[src/rtl/serial_adder_pkg.sv]
// Shared constants for the serial adder: default operand width and FSM state
// encodings used by the top-level controller.
package serial_adder_pkg;

  localparam int DEFAULT_WIDTH = 8;

  typedef enum logic [1:0] {
    IDLE  = 2'b00,
    SHIFT = 2'b01,
    DONE  = 2'b10
  } state_e;

endpackage : serial_adder_pkg

[src/rtl/serial_adder_fa_cell.sv]
// One-bit full adder built from two cascaded half-adder stages; the carry
// out is the OR of the two half-adder carries.
module fa_cell (
  input  logic a_i,
  input  logic b_i,
  input  logic ci_i,
  output logic s_o,
  output logic co_o
);

  logic ha1_s;
  logic ha1_c;
  logic ha2_s;
  logic ha2_c;

  // Two half-adder stages followed by the carry merge.
  always_comb begin
    ha1_s = a_i ^ b_i;
    ha1_c = a_i & b_i;
    ha2_s = ha1_s ^ ci_i;
    ha2_c = ha1_s & ci_i;
    s_o   = ha2_s;
    co_o  = ha1_c | ha2_c;
  end

endmodule : fa_cell

[src/rtl/serial_adder.sv]
// Bit-serial adder: operands are captured on start, added LSB-first one bit
// per clock through a single full-adder cell, and the result is published on
// sum_o/cout_o together with a one-cycle done_o pulse.
module serial_adder
  import serial_adder_pkg::*;
#(
  parameter int WIDTH = DEFAULT_WIDTH
) (
  input  logic             clk,
  input  logic             rst_n,
  input  logic             start_i,
  input  logic [WIDTH-1:0] a_i,
  input  logic [WIDTH-1:0] b_i,
  input  logic             cin_i,
  output logic             busy_o,
  output logic             done_o,
  output logic [WIDTH-1:0] sum_o,
  output logic             cout_o
);

  localparam int CNT_W = $clog2(WIDTH);
  localparam logic [CNT_W-1:0] CNT_LAST = CNT_W'(WIDTH - 1);
  localparam logic [CNT_W-1:0] CNT_ONE  = CNT_W'(1);

  state_e           state_q, state_d;
  logic [WIDTH-1:0] a_q, a_d;
  logic [WIDTH-1:0] b_q, b_d;
  logic [WIDTH-1:0] psum_q, psum_d;
  logic [WIDTH-1:0] sum_q, sum_d;
  logic [CNT_W-1:0] cnt_q, cnt_d;
  logic             carry_q, carry_d;
  logic             cout_q, cout_d;
  logic             busy_q, busy_d;
  logic             done_q, done_d;

  logic             fa_s;
  logic             fa_c;

  fa_cell u_fa (
    .a_i  (a_q[0]),
    .b_i  (b_q[0]),
    .ci_i (carry_q),
    .s_o  (fa_s),
    .co_o (fa_c)
  );

  // Next-state, datapath and flag computation; every register holds by default.
  always_comb begin
    state_d = state_q;
    a_d     = a_q;
    b_d     = b_q;
    psum_d  = psum_q;
    sum_d   = sum_q;
    cnt_d   = cnt_q;
    carry_d = carry_q;
    cout_d  = cout_q;

    case (state_q)
      IDLE: begin
        if (start_i) begin
          a_d     = a_i;
          b_d     = b_i;
          carry_d = cin_i;
          cnt_d   = '0;
          state_d = SHIFT;
        end else begin
          state_d = IDLE;
        end
      end
      SHIFT: begin
        a_d     = {1'b0, a_q[WIDTH-1:1]};
        b_d     = {1'b0, b_q[WIDTH-1:1]};
        psum_d  = {fa_s, psum_q[WIDTH-1:1]};
        carry_d = fa_c;
        if (cnt_q == CNT_LAST) begin
          // Counter stops at its terminal value instead of wrapping.
          sum_d   = {fa_s, psum_q[WIDTH-1:1]};
          cout_d  = fa_c;
          state_d = DONE;
        end else begin
          cnt_d   = cnt_q + CNT_ONE;
          state_d = SHIFT;
        end
      end
      DONE: begin
        state_d = IDLE;
      end
      default: begin
        state_d = IDLE;
      end
    endcase

    // Flags are registered from the next state so outputs come straight from flops.
    busy_d = (state_d != IDLE);
    done_d = (state_d == DONE);
  end

  // State and datapath registers with asynchronous active-low reset.
  always_ff @(posedge clk or negedge rst_n) begin
    if (!rst_n) begin
      state_q <= IDLE;
      a_q     <= '0;
      b_q     <= '0;
      psum_q  <= '0;
      sum_q   <= '0;
      cnt_q   <= '0;
      carry_q <= 1'b0;
      cout_q  <= 1'b0;
      busy_q  <= 1'b0;
      done_q  <= 1'b0;
    end else begin
      state_q <= state_d;
      a_q     <= a_d;
      b_q     <= b_d;
      psum_q  <= psum_d;
      sum_q   <= sum_d;
      cnt_q   <= cnt_d;
      carry_q <= carry_d;
      cout_q  <= cout_d;
      busy_q  <= busy_d;
      done_q  <= done_d;
    end
  end

  assign busy_o = busy_q;
  assign done_o = done_q;
  assign sum_o  = sum_q;
  assign cout_o = cout_q;

endmodule : serial_adder

[config.mk]
export PLATFORM = sky130hd
export DESIGN_NAME = serial_adder
export DESIGN_NICKNAME = d
export VERILOG_FILES = /design/src/rtl/serial_adder_pkg.sv /design/src/rtl/serial_adder_fa_cell.sv /design/src/rtl/serial_adder.sv
export SDC_FILE = /design/constraint.sdc
export NUM_CORES = 1
export LEC_CHECK = 0
export CAP_MARGIN = 15
export CORE_MARGIN = 2
export CORE_UTILIZATION = 52
export DETAILED_ROUTE_END_ITERATION = 7
export HOLD_SLACK_MARGIN = 0.05
export PLACE_DENSITY = 0.88
export SETUP_SLACK_MARGIN = 0.15
export SLEW_MARGIN = 40
export SYNTH_ARGS = -nofsm -noshare
export SYNTH_HDL_FRONTEND = slang
export SYNTH_SLANG_ARGS = --single-unit
[constraint.sdc]
create_clock -name clk -period 1.9 [get_ports clk]
set_input_delay 0.38 -clock clk [delete_from_list [all_inputs] [get_ports clk]]
set_output_delay 0.38 -clock clk [all_outputs]
set_load 0.005 [all_outputs]
==> results of run 1 <==
[layout make-up]
cell class,instances,area (um2),share of cell area (%)
clock inverter,2,35.0,1.60
multi-input combinational,76,664,30.3
tap,46,57.6,2.62
inverter,21,78.8,3.59
timing repair buffer,33,318,14.5
sequential,40,1000,45.6
clock buffer,6,41.3,1.88
[worst register-to-register path, stage by stage, from the launching register on]
cell and delay, ns:
sky130_fd_sc_hd__dfrtp_1 0.43, sky130_fd_sc_hd__ha_1 0.21, sky130_fd_sc_hd__ha_1 0.26, sky130_fd_sc_hd__nand3b_4 0.19, sky130_fd_sc_hd__mux2_2 0.36
[kinds of logic after synthesis]
family,count (synthesis),synth area share [%]
AO/OA/AOI/OAI,22,11.7
adder cells (fa/ha/maj),3,2.46
buffers and inverters,32,9.08
flip-flops,40,54.6
multiplexers,16,9.84
AND/OR/NAND/NOR,35,12.2
[placed cells by master (no fill, tap or decap)]
master and instances:
sky130_fd_sc_hd__a211o_1 1, sky130_fd_sc_hd__a211oi_1 4, sky130_fd_sc_hd__a221o_1 2, sky130_fd_sc_hd__a222oi_1 11, sky130_fd_sc_hd__and2b_4 1, sky130_fd_sc_hd__and3_1 3, sky130_fd_sc_hd__buf_2 1, sky130_fd_sc_hd__buf_4 3
sky130_fd_sc_hd__bufinv_16 1, sky130_fd_sc_hd__clkbuf_1 1, sky130_fd_sc_hd__clkbuf_4 5, sky130_fd_sc_hd__clkdlybuf4s50_1 29, sky130_fd_sc_hd__clkinv_2 1, sky130_fd_sc_hd__dfrtp_1 40, sky130_fd_sc_hd__fa_1 1, sky130_fd_sc_hd__ha_1 2
sky130_fd_sc_hd__inv_1 21, sky130_fd_sc_hd__mux2_2 16, sky130_fd_sc_hd__nand2_1 4, sky130_fd_sc_hd__nand3b_4 1, sky130_fd_sc_hd__nor2_1 11, sky130_fd_sc_hd__nor2b_1 3, sky130_fd_sc_hd__nor2b_4 1, sky130_fd_sc_hd__nor3b_1 4
sky130_fd_sc_hd__nor4b_1 5, sky130_fd_sc_hd__o21ba_2 1, sky130_fd_sc_hd__o21bai_4 1, sky130_fd_sc_hd__o221ai_1 2, sky130_fd_sc_hd__or2_2 2
[registers in the layout, indices dropped and copies added, names as in the netlist]
register and cells:
cnt_q 3, state_q 2, done_o 1, a_q 8, b_q 8, carry_q 1
psum_q 7, cout_o 1, sum_o 8, busy_o 1
[worst paths after layout]
path	startpoint	to	slack, ns
setup / recovery	sum_o[7]	sum_o[7]	0.29
hold / removal	rst_n	sum_o[5]	0.06
setup reg to reg	cnt_q[0]	sum_o[4]	0.34
hold reg to reg	b_q[7]	b_q[7]	0.51
max in group asynchronous	rst_n	sum_o[7]	1.50
min in group clk	b_q[7]	b_q[7]	0.51
[stage by stage]
step | setup WS (ns) | power (mW) | cells
2_1_floorplan | 0.379 | 2.44 | 148
3_3_place_gp | 0.193 | 2.74 | 216
3_5_place_dp | 0.113 | 2.87 | 216
4_1_cts | 0.269 | 3.41 | 224
5_1_grt | 0.235 | 3.64 | 224
6_report | 0.292 | 3.40 | 224
[cell usage after synthesis (2+ instances only)]
cell type,instances
sky130_fd_sc_hd__nor2_1,11
sky130_fd_sc_hd__and3_1,3
sky130_fd_sc_hd__nor3b_1,4
sky130_fd_sc_hd__ha_1,2
sky130_fd_sc_hd__a221o_1,2
sky130_fd_sc_hd__mux2_2,16
sky130_fd_sc_hd__buf_6,3
sky130_fd_sc_hd__buf_4,2
sky130_fd_sc_hd__nor4b_1,5
sky130_fd_sc_hd__buf_2,3
sky130_fd_sc_hd__or2_2,2
sky130_fd_sc_hd__dfrtp_1,40
sky130_fd_sc_hd__nand2_1,4
sky130_fd_sc_hd__a222oi_1,11
sky130_fd_sc_hd__o221ai_1,2
sky130_fd_sc_hd__a211oi_1,4
sky130_fd_sc_hd__inv_1,21
sky130_fd_sc_hd__nor2b_1,3
[power groups by stage]
stage | sequential (mW) | combinational [mW] | clock, mW
floorplan | 1.43 | 1.01 | 0
global placement | 1.46 | 1.28 | 0
detailed placement | 1.50 | 1.37 | 0
CTS | 1.48 | 1.38 | 0.553
global route | 1.52 | 1.54 | 0.587
finish | 1.47 | 1.38 | 0.544
[per-layer routing]
metal / global-route usage (%) / up-vias / share of wire, %
met5: 0 / - / 0
met4: 11.1 / 0 / 2.7
li1: - / 580 / -
met2: 29.5 / 47 / 50
met3: 5.71 / 10 / 6.4
met1: 22.6 / 621 / 40
==> metrics.yaml, run 1 <==
cells_and_area:
  finish.utilization_pct: 65.3
  final_cell_area_mm2: 0.00220
  post_route_cells_drive_above_1_share_pct: 19.1
  filler_cell_count: 273
  syn_to_final_growth_pct: 19.9
  fin_nets: 200
  antennaDiodeCount: 0
die:
  start_util_pct: 54.5
  floorplan.io_pins: 31
  die_area_mm2: 0.00401
  placement_rows: 21
  dieWidth_um: 63.4
  die-height_um: 63.4
  placeableCoreArea_mm2: 0.00336
clock_network:
  maximum_number_of_buffers_from_clock_root_to_sink: 2
  tritoncts: "built"
  cts_hold_repair.buffers: 0
  post_cts.resized_instances: 0
  clock_sinks: 40
  htree_num_levels: 2
  cts-buffers-inserted: 5
  clk_root_buffer_cell: "sky130_fd_sc_hd__clkbuf_4"
  clk_latency_ns: 0.35
  cts.repair_timing.setup_buffer_count: 0
  clock_pin_slew_of_the_registers_on_the_worst_case_setup_and_hold_paths_ns: 0.11
synthesis:
  synth-main-ff-cell: "sky130_fd_sc_hd__dfrtp_1"
  synth.yosys.warnings: 0
  synth.top_cells.by_area: "sky130_fd_sc_hd__dfrtp_1 (55%), sky130_fd_sc_hd__mux2_2 (9.8%), sky130_fd_sc_hd__a222oi_1 (6.0%)"
  yosys_register_bits: 40
  synth_largest_area_cell: "sky130_fd_sc_hd__dfrtp_1"
  synth_area_mm2: 0.00183
  synth.avg_cell_area_um2: 12.4
  post_synthesis_net_count: 171
  synth_edf_count: 0
  yosysTopAreaCellShare_pct: 54.6
  synthArstFlopShare_pct: 100
  postSynthCellCount: 148
  synth_seq_area_share_pct: 54.6
  yosys.cell_types.count: 28
power_and_ir_drop:
  net-switching-power_mw: 1.08
  intPower_mw: 2.31
  switching_share_pct: 31.8
  peakVddDrop_v: 0.000813
  power.density_cell_area_mw_per_mm2: 1550
  p_leak_nw: 1.02
  clock_share_of_power_pct: 16.0
  sequentialPowerShare_pct: 43.3
  combinationalPowerShare_pct: 40.6
global_route:
  global_route_wire_length_before_repair_um: 5710
  grt_antenna_before_repair: 0
  grt_start_max_net_pins: 41
  overflow: 0
  grt_pass1_vias: 1278
  track_usage_pct: 18.7
critical_path:
  timing.critical_path.slowest_stage_cell: "sky130_fd_sc_hd__clkdlybuf4s50_1"
  crit_required_ns: 1.52
  worstSetupStartpointType: "flip-flop"
  critPathCaptureType: "output pin"
  critPathMaxStageDelay_ns: 0.51
  critical_path_buf_inv_count: 1
  critical_path_peak_fanout: 2
  path_cells: "clkdlybuf4s50_1"
  timing.critical_path.arrival_ns: 1.23
  cp_top_family: "buffers and inverters"
  worstRegToRegCells: 4
  worstSetupPathType: "reg2out"
  crit_cells: 1
drt:
  finalWirelength_um: 3350
  drt_drc_violations_left: 0
  remaining_number_of_nets_flagged_by_the_antenna_check_after_routing: 0
  avgViaCountPerCell: 5.62
  vias: 1258
  drtPass1Iterations: 5
  drt-wirelength-per-cell_um: 15.0
  drtIter0Drc: 96
placement:
  hpwl_dp_um: 2380
  gpl.final_weighted_congestion: 0.756
  placement.io_buffers: 30
  dpl-instance-area_mm2: 0.00212
sta:
  timing.final.max_slew_violations: 0
  clock_skew_ns: 0.00548
  highest_attainable_clock_frequency_ghz: 0.622
  slew_headroom_pct: 67.3
  tns_ns: 0
  timing_worst_slew_pin_value_ns: 0.491
  layout_worst_path_cycle_share_pct: 84.6
  final.min_clock_period_ns: 1.61
  finalSetupViolCount: 0
  final-hold-violation-count: 0
  grt_setup_unrepaired: "false"
  whs_ns: 0.0607
run_status:
  outcome: "finished clean"
min_path:
  hold_class: "in2async"
job:
  maxCapViolCount: 0
Power figures use the tool's default switching activity.
==> run 2, diff against run 1 <==
==> constraint.sdc (replaced) <==
create_clock -name clk -period 1.6 [get_ports clk]
set_input_delay 0.32 -clock clk [delete_from_list [all_inputs] [get_ports clk]]
set_output_delay 0.32 -clock clk [all_outputs]
set_load 0.005 [all_outputs]
==> run 2 against run 1 <==
Net effect: clock skew about the same; power increased by 24%; hold slack better by 0.45 ns; global-route usage up 1.5 points.
==> metrics.yaml, run 2 (synthesized netlist as in run 1, its figures left out) <==
critical_path:
  regToRegEndpoint: "sum_o[3]"
  critical_path.reg2reg.startpoint: "cnt_q[0]"
  worstSetupStartpointType: "flip-flop"
  critPathCaptureType: "flip-flop"
  worstRegToRegCells: 4  # unchanged
  timing.critical_path.arrival_ns: 1.65  # +0.42 ns
  critical_path_peak_fanout: 7  # +5
  crit_end: "sum_o[3]"
  crit_required_ns: 1.84  # +0.32 ns
  startpoint_of_the_most_critical_setup_path: "cnt_q[0]"
  setup.reg_to_reg.worst_slack_ns: 0.19  # -0.15 ns
  worstSetupPathType: "reg2reg"
clock_network:
  clk_latency_ns: 0.34  # about the same
  htree_num_levels: 2  # unchanged
  cts-buffers-inserted: 5  # unchanged
  tritoncts: "built"
  clock_pin_slew_of_the_registers_on_the_worst_case_setup_and_hold_paths_ns: 0.12  # about the same
  maximum_number_of_buffers_from_clock_root_to_sink: 2  # unchanged
  clock_sinks: 40  # unchanged
  clk_root_buffer_cell: "sky130_fd_sc_hd__clkbuf_4"
drt:
  finalWirelength_um: 3600  # +7.5%
  drt_drc_violations_left: 0  # unchanged
  drtIter0Drc: 76  # -21%
  vias: 1315  # +4.5%
  avgViaCountPerCell: 5.55  # -1.2%
  drtPass1Iterations: 4  # -1
  drt-wirelength-per-cell_um: 15.2  # +1.6%
  remaining_number_of_nets_flagged_by_the_antenna_check_after_routing: 0  # unchanged
global_route:
  grt_antenna_before_repair: 0  # unchanged
  grt_start_max_net_pins: 41  # unchanged
  grt_pass1_vias: 1393  # +9.0%
  global_route_wire_length_before_repair_um: 6350  # +11%
  overflow: 0  # unchanged
  track_usage_pct: 20.3  # +1.5 points
min_path:
  hold_class: "reg2reg"
sta:
  highest_attainable_clock_frequency_ghz: 0.711
  timing_worst_slew_pin_value_ns: 0.506  # +0.0152 ns
  timing.final.max_slew_violations: 0  # unchanged
  post-route-worst-setup-slack_ns: 0.193  # -0.0988 ns
  final-hold-violation-count: 0  # unchanged
  finalSetupViolCount: 0  # unchanged
  layout_worst_path_cycle_share_pct: 87.9
  clock_skew_ns: 0.00533  # -0.000152 ns
  grt_setup_unrepaired: "false"
  final.min_clock_period_ns: 1.41
  slew_headroom_pct: 66.3  # -1.0 points
power_and_ir_drop:
  intPower_mw: 2.91  # +26%
  power.density_cell_area_mw_per_mm2: 1800  # +17%
  sequentialPowerShare_pct: 40.7  # -2.6 points
  switching_share_pct: 31.2  # -0.69 points
  total_power_mw: 4.23  # +24%
  net-switching-power_mw: 1.32  # +22%
  clock_share_of_power_pct: 17.6  # +1.6 points
  peakVddDrop_v: 0.000870  # +7.0%
  p_leak_nw: 1.12  # +10%
  combinationalPowerShare_pct: 41.7  # +1.1 points
cells_and_area:
  multi_input_comb_area_um2: 699  # +5.3%
  mostFrequentLayoutCells: "sky130_fd_sc_hd__dfrtp_1 (40), sky130_fd_sc_hd__inv_1 (21), sky130_fd_sc_hd__clkdlybuf4s50_1 (18)"
  fin_nets: 213  # +6.5%
  layout.cells.most_common: "sky130_fd_sc_hd__dfrtp_1"
  fin_cells: 237  # +5.8%
  post_route_cells_drive_above_1_share_pct: 25.7  # +6.6 points
  antennaDiodeCount: 0  # unchanged
  final-seq-area_mm2: 0.00100  # unchanged
  syn_to_final_growth_pct: 28.0
  filler_cell_count: 277  # +1.5%
die:
  dieWidth_um: 63.4  # unchanged
  die-height_um: 63.4  # unchanged
  placement_rows: 21  # unchanged
  die_area_mm2: 0.00401  # unchanged
  floorplan.io_pins: 31  # unchanged
  start_util_pct: 54.5  # unchanged
  placeableCoreArea_mm2: 0.00336  # unchanged
run_status:
  outcome: "finished clean"
job:
  maxCapViolCount: 0  # unchanged
placement:
  gpl.final_weighted_congestion: 0.803  # +6.3%
  place.detailed.instances: 222  # +2.8%
  hpwl_dp_um: 2420  # +1.8%
  dp_worst_setup_slack_ns: -0.0956  # -0.209 ns
  placement.io_buffers: 30  # unchanged
[run 2: cell types whose count changed in the layout (fill, tap and decap cells not counted), moves of 2 or more]
| cell | previous run | this run |
|---|---|---|
| sky130_fd_sc_hd__clkdlybuf4s50_1 | 29 | 18 |
| sky130_fd_sc_hd__dlygate4sd2_1 | 0 | 11 |
| sky130_fd_sc_hd__buf_4 | 3 | 12 |
| sky130_fd_sc_hd__clkbuf_8 | 0 | 2 |
| sky130_fd_sc_hd__ha_1 | 2 | 0 |
[run 2: through the flow]
| stage | setup TNS (ns) | util, % | area, um2 | hold WS (ns) |
|---|---|---|---|---|
| after floorplan | 0 | - | 1840 | 0.0244 |
| after global placement | 0 | 64.8 | 2180 | 0.393 |
| after detailed placement | -0.476 | 64.8 | 2180 | 0.410 |
| after CTS | 0 | 69.3 | 2330 | 0.516 |
| after global routing | 0 | 69.7 | 2340 | 0.536 |
| final | 0 | 69.7 | 2340 | 0.510 |
[run 2: worst min path at each step]
stage	start	end	slack [ns]	cells past startpoint
CTS	b_q[7]	b_q[7]	0.52	2
global route	sum_o[0]	sum_o[0]	0.54	1
detailed placement	rst_n	psum_q[6]	0.41	2
finish	b_q[7]	b_q[7]	0.51	2
global placement	rst_n	sum_o[6]	0.39	2
floorplan	rst_n	a_q[0]	0.02	0
[run 2: area by class of cell]
class                   count  share of cell area (%)
multi-input cells          77                    29.8
well taps                  46                    2.45
inverters                  21                    3.36
clock buffers               7                    2.77
repair buffers             45                    17.6
flip-flops and latches     40                    42.7
clock inverters             1                    1.28
[run 2: worst max-delay path, cell delays in order, from the launching register on]
cell and delay, ns:
sky130_fd_sc_hd__dfrtp_1 0.42, sky130_fd_sc_hd__ha_2 0.21, sky130_fd_sc_hd__ha_4 0.20, sky130_fd_sc_hd__nand3b_4 0.13, sky130_fd_sc_hd__mux2_2 0.35
[run 2: timing repair]
action                                  CTS  global route
hold buffers                              1             0
endpoints found under the setup margin   20            10
setup buffers                             4             1
gates cloned                              1             0
hold endpoints to repair                 40             0
resized for setup                        13             2
[run 2: metal layers]
metal	vias to the layer above	track usage, %	part of all wire, %
li1	607	-	-
met3	5	5.00	4.9
met4	0	4.89	1.1
met2	46	36.4	51
met1	657	24.3	43
met5	-	0	0
[run 2: power by group through the flow]
stage / clock network [mW] / logic (mW) / registers, mW
final: 0.743 / 1.76 / 1.72
after global routing: 0.800 / 1.95 / 1.79
after CTS: 0.762 / 1.72 / 1.73
after detailed placement: 0 / 1.70 / 1.75
after global placement: 0 / 1.62 / 1.72
after floorplan: 0 / 1.21 / 1.70
